**config.mk**
```make
export PLATFORM = sky130hd
export DESIGN_NAME = key_debounce
export DESIGN_NICKNAME = d
export VERILOG_FILES = /design/src/rtl/key_debounce.sv
export SDC_FILE = /design/constraint.sdc
export NUM_CORES = 1
export LEC_CHECK = 0
export BUFFER_PORTS_ARGS = -buffer_cell sky130_fd_sc_hd__buf_2
export CAP_MARGIN = 20
export CELL_PAD_IN_SITES_DETAIL_PLACEMENT = 0
export CELL_PAD_IN_SITES_GLOBAL_PLACEMENT = 1
export CORE_ASPECT_RATIO = 1.25
export CORE_MARGIN = 8
export CORE_UTILIZATION = 33
export CTS_CLUSTER_DIAMETER = 150
export CTS_CLUSTER_SIZE = 10
export DETAILED_ROUTE_END_ITERATION = 12
export PLACE_DENSITY_LB_ADDON = 0.05
export SLEW_MARGIN = 20
export SYNTH_ARGS = -nofsm -noshare
export SYNTH_HDL_FRONTEND = slang
export SYNTH_SLANG_ARGS = --single-unit
```
**constraint.sdc**
```tcl
create_clock -name clk -period 1.7 [get_ports clk]
set_clock_uncertainty 0.05 [all_clocks]
set_input_delay 0.085 -clock clk [delete_from_list [all_inputs] [get_ports clk]]
set_output_delay 0.085 -clock clk [all_outputs]
set_load 0.01 [all_outputs]
```
**src/rtl/key_debounce.sv**
```systemverilog
// key_debounce: per-key two-flop synchroniser, bounce filter and one-cycle press/release pulses.
// Define KEY_DEBOUNCE_ACTIVE_LOW_EN for buttons that pull the pin low when pressed.
module key_debounce #(
    parameter int unsigned WIDTH   = 4,
    parameter int unsigned CNT_MAX = 16
) (
    input  logic             clk,
    input  logic             rst,
    input  logic [WIDTH-1:0] key_raw,
    output logic [WIDTH-1:0] key,
    output logic [WIDTH-1:0] key_press,
    output logic [WIDTH-1:0] key_release
);

    localparam int unsigned     CntW    = $clog2(CNT_MAX);
    localparam logic [CntW-1:0] CntLast = CntW'(CNT_MAX - 1);

    logic [WIDTH-1:0]           raw_pressed;
    logic [WIDTH-1:0]           s1_q;
    logic [WIDTH-1:0]           s2_q;
    logic [WIDTH-1:0]           key_q;
    logic [WIDTH-1:0]           key_d;
    logic [WIDTH-1:0]           press_q;
    logic [WIDTH-1:0]           press_d;
    logic [WIDTH-1:0]           release_q;
    logic [WIDTH-1:0]           release_d;
    logic [WIDTH-1:0]           accept;
    logic [WIDTH-1:0][CntW-1:0] cnt_q;
    logic [WIDTH-1:0][CntW-1:0] cnt_d;

`ifdef KEY_DEBOUNCE_ACTIVE_LOW_EN
    assign raw_pressed = ~key_raw;
`else
    assign raw_pressed = key_raw;
`endif

    // A new level is accepted on the CNT_MAX-th consecutive edge it differs from key_q.
    always_comb begin
        accept = '0;
        cnt_d  = cnt_q;
        for (int unsigned i = 0; i < WIDTH; i++) begin
            if (s2_q[i] == key_q[i]) begin
                cnt_d[i] = '0;
            end else if (cnt_q[i] == CntLast) begin
                accept[i] = 1'b1;
                cnt_d[i]  = '0;
            end else begin
                cnt_d[i] = cnt_q[i] + CntW'(1);
            end
        end
        key_d     = (key_q & ~accept) | (s2_q & accept);
        press_d   = accept & s2_q;
        release_d = accept & ~s2_q;
    end

    always_ff @(posedge clk) begin
        if (rst) begin
            s1_q      <= '0;
            s2_q      <= '0;
            key_q     <= '0;
            press_q   <= '0;
            release_q <= '0;
            cnt_q     <= '0;
        end else begin
            s1_q      <= raw_pressed;
            s2_q      <= s1_q;
            key_q     <= key_d;
            press_q   <= press_d;
            release_q <= release_d;
            cnt_q     <= cnt_d;
        end
    end

    assign key         = key_q;
    assign key_press   = press_q;
    assign key_release = release_q;

endmodule

```
==> insert_results.sql <==
INSERT INTO impl_metrics (metric_group, metric, value, unit) VALUES
('status', 'status', 'completed', ''),
('cts', 'cts_sinks', '36', ''),
('detailed_routing', 'remaining_drc_errors', '0', ''),
('cts', 'cts.htree.levels', '2', ''),
('place', 'gp_routability_congestion', '0.687', ''),
('critical_path', 'timing.critical_path.buf_inv', '0', ''),
('detailed_routing', 'route.final.wire_length', '1920', 'um'),
('critical_path', 'crit_family', 'simple AND/OR/NAND/NOR gates', ''),
('sta', 'period_minus_slack', '1330', 'ps'),
('cts', 'post_cts_resized', '0', ''),
('sta', 'final_min_period_over_clock_period', '0.783', ''),
('floorplan', 'die_area', '0.00587', 'mm^2'),
('floorplan', 'ioPinCount', '18', ''),
('cts', 'number_of_buffers_inserted_during_clock_tree_synthesis', '5', ''),
('floorplan', 'initial_core_util', '0.344', ''),
('cts', 'clock_edge_transition_at_the_registers_on_the_reported_setup_and_hold_paths', '70', 'ps'),
('synth', 'post_synth_inst_count', '111', ''),
('worst_hold_path', 'worstHoldStart', 'rst', ''),
('critical_path', 'timing.critical_path.fanout_max', '4', ''),
('sta', 'setup_slack', '369', 'ps'),
('synth', 'synthesis.nets', '121', ''),
('power', 'peakVddDrop', '0.621', 'mV'),
('finish', 'diodes', '0', ''),
('finish', 'fillCellCount', '363', ''),
('cts', 'postCtsSetupRepairBufs', '0', ''),
('place', 'io_buffer_count', '17', ''),
('sta', 'setup_viol', '0', ''),
('critical_path', 'rr_startpoint', 'cnt_q[12]', ''),
('floorplan', 'die_width', '70.2', 'um'),
('finish', 'most_common_library_cell_in_the_layout_ignoring_fill_and_taps', 'dfxtp_1', ''),
('synth', 'ys_seq_area_frac', '0.596', ''),
('critical_path', 'crit_required', '1870', 'ps'),
('critical_path', 'cp_peak_stage_delay', '400', 'ps'),
('cts', 'clock_latency', '270', 'ps'),
('critical_path', 'crit_chain', 'ha_1 > nand3_1 > or3b_1 > nor2_1', ''),
('detailed_routing', 'initial_drt_markers', '42', ''),
('finish', 'syn_to_final_growth', '21.5', '%'),
('sta', 'drv_slew', '0', ''),
('synth', 'postSynthAreaPerCell', '10.9', 'um^2'),
('critical_path', 'criticalPathCategory', 'register to register', ''),
('synth', 'post_synthesis_register_bit_count', '36', ''),
('power', 'power.static_leakage', '0.675', 'nW'),
('cts', 'number_of_buffers_inserted_by_hold_repair_at_cts', '4', ''),
('floorplan', 'total_core_area', '0.00351', 'mm^2'),
('place', 'detailedPlace.worstSlack', '371', 'ps'),
('power', 'power.density', '1020', 'mW/mm^2'),
('floorplan', 'die_y', '83.7', 'um'),
('sta', 'tightestPinTransition', '416', 'ps'),
('grt', 'initial_antenna_violation_count', '0', ''),
('critical_path', 'crit_start', 'cnt_q[12]', ''),
('synth', 'mappedNetlistArea', '0.00121', 'mm^2'),
('detailed_routing', 'wl_per_cell', '10.8', 'um'),
('synth', 'synth-warning-count', '0', ''),
('critical_path', 'critical_path.startpoint_type', 'register', ''),
('critical_path', 'critical_path.endpoint_type', 'register', ''),
('cts', 'tritoncts', 'yes', ''),
('synth', 'yosys.cell_types.count', '14', ''),
('critical_path', 'worst-endpoint-arrival', '1500', 'ps'),
('place', 'detailed_place_hpwl', '1380', 'um'),
('grt', 'globalRouteTotalUtil', '0.0738', ''),
('finish', 'mostFrequentLayoutCells', 'dfxtp_1, buf_2, nor2_1', ''),
('detailed_routing', 'route.detailed.vias_per_inst', '4.55', ''),
('sta', 'fmax', '0.751', 'GHz'),
('sta', 'final_report_hold_violation_count', '0', ''),
('grt', 'grt_start_max_net_pins', '24', ''),
('worst_hold_path', 'worstHoldPathType', 'input pin to register', ''),
('finish', 'nNetsFinal', '147', ''),
('critical_path', 'crit_path_top_delay_cell', 'or3b_1', ''),
('grt', 'grt_pass1_wl', '3490', 'um'),
('sta', 'slew-limit-headroom', '0.723', ''),
('cts', 'cts_buffer_depth', '2', ''),
('grt', 'number_of_global_route_vias_before_repair', '827', ''),
('sta', 'rsz_0062_raised_after_global_routing', 'false', ''),
('grt', 'globalRoute.totalOverflow', '0', ''),
('sta', 'setup_tns', '0', 'ps'),
('cts', 'cell_at_the_root_of_the_clock_tree', 'clkbuf_8', ''),
('finish', 'final_layout_size_suffix_gt1_frac', '0.174', ''),
('detailed_routing', 'ant_nets', '0', ''),
('detailed_routing', 'dr_total_vias', '805', ''),
('floorplan', 'core.rowCount', '24', ''),
('detailed_routing', 'drt_first_pass_iters', '4', ''),
('job', 'maxCapViolCount', '0', '');
==> worst reg2reg max path: cells and delay by family (launching register included) <==
| kind | cells | cell delay [ps] |
|---|---|---|
| adders and majority gates | 1 | 220 |
| DFF | 1 | 330 |
| and+or+nand+nor | 3 | 680 |
==> area by class of cell <==
type | count | area (um^2) | area share
Sequential cell | 36 | 721 | 0.490
Clock buffer | 7 | 86.3 | 0.0587
Timing Repair Buffer | 21 | 125 | 0.0851
Clock inverter | 1 | 7.51 | 0.00511
Inverter | 5 | 18.8 | 0.0128
Tap cell | 39 | 48.8 | 0.0332
Multi-Input combinational cell | 68 | 463 | 0.315
==> final timing paths <==
| path | to | depth (start not counted) | slack [ps] |
|---|---|---|---|
| setup / recovery | cnt_q[15] | 4 | 370 |
| hold / removal | register | 2 | 170 |
| setup reg to reg | cnt_q[15] | 4 | 370 |
| hold reg to reg | s2_q[1] | 1 | 390 |
==> routing by layer <==
layer | vias up | track usage | part of all wire
met5 | - | 0 | 0
met3 | 2 | 0.0440 | 0.046
li1 | 418 | - | -
met4 | 0 | 0.0385 | 0.0089
met2 | 14 | 0.116 | 0.47
met1 | 371 | 0.0751 | 0.47
==> synth_stat cells <==
library cell / n / area, um^2
and3_1: 3 / 18.8
clkbuf_1: 2 / 7.51
dfxtp_1: 36 / 721
ha_1: 4 / 50.1
inv_1: 5 / 18.8
mux2i_1: 4 / 40.0
nand3_1: 11 / 55.1
nor2_1: 16 / 60.1
nor2b_1: 8 / 50.1
nor3_1: 1 / 5.00
nor4b_1: 8 / 70.1
or3b_1: 1 / 8.76
xnor2_1: 2 / 17.5
xor2_1: 10 / 87.6
==> logic make-up (layout without fill, tap and decap cells) <==
logic type | after synthesis | in the layout | synth area share
and+or+nand+nor | 48 | 48 | 0.221
DFF | 36 | 36 | 0.596
xor gates and xnor gates | 12 | 12 | 0.0869
buffers and inverters | 7 | 34 | 0.0217
adders and majority gates | 4 | 4 | 0.0414
muxes | 4 | 4 | 0.0331
==> power breakdown <==
group | internal [W] | total (W) | switching (W)
combinational | 0.0000201 | 0.0000389 | 0.0000189
sequential | 0.000855 | 0.000862 | 0.00000700
clock | 0.000329 | 0.000602 | 0.000273
total | 0.00120 | 0.00150 | 0.000299
==> through the flow <==
step | power (W) | util | hold WS [ps] | std cells | area (um^2)
after floorplan | 0.000902 | - | 107 | 111 | 1210
after global routing | 0.00158 | 0.418 | 188 | 177 | 1470
after detailed placement | 0.000914 | 0.380 | 251 | 165 | 1340
final | 0.00150 | 0.418 | 169 | 177 | 1470
after CTS | 0.00154 | 0.418 | 170 | 177 | 1470
after global placement | 0.000913 | 0.380 | 243 | 165 | 1340
Power figures use the tool's default switching activity.
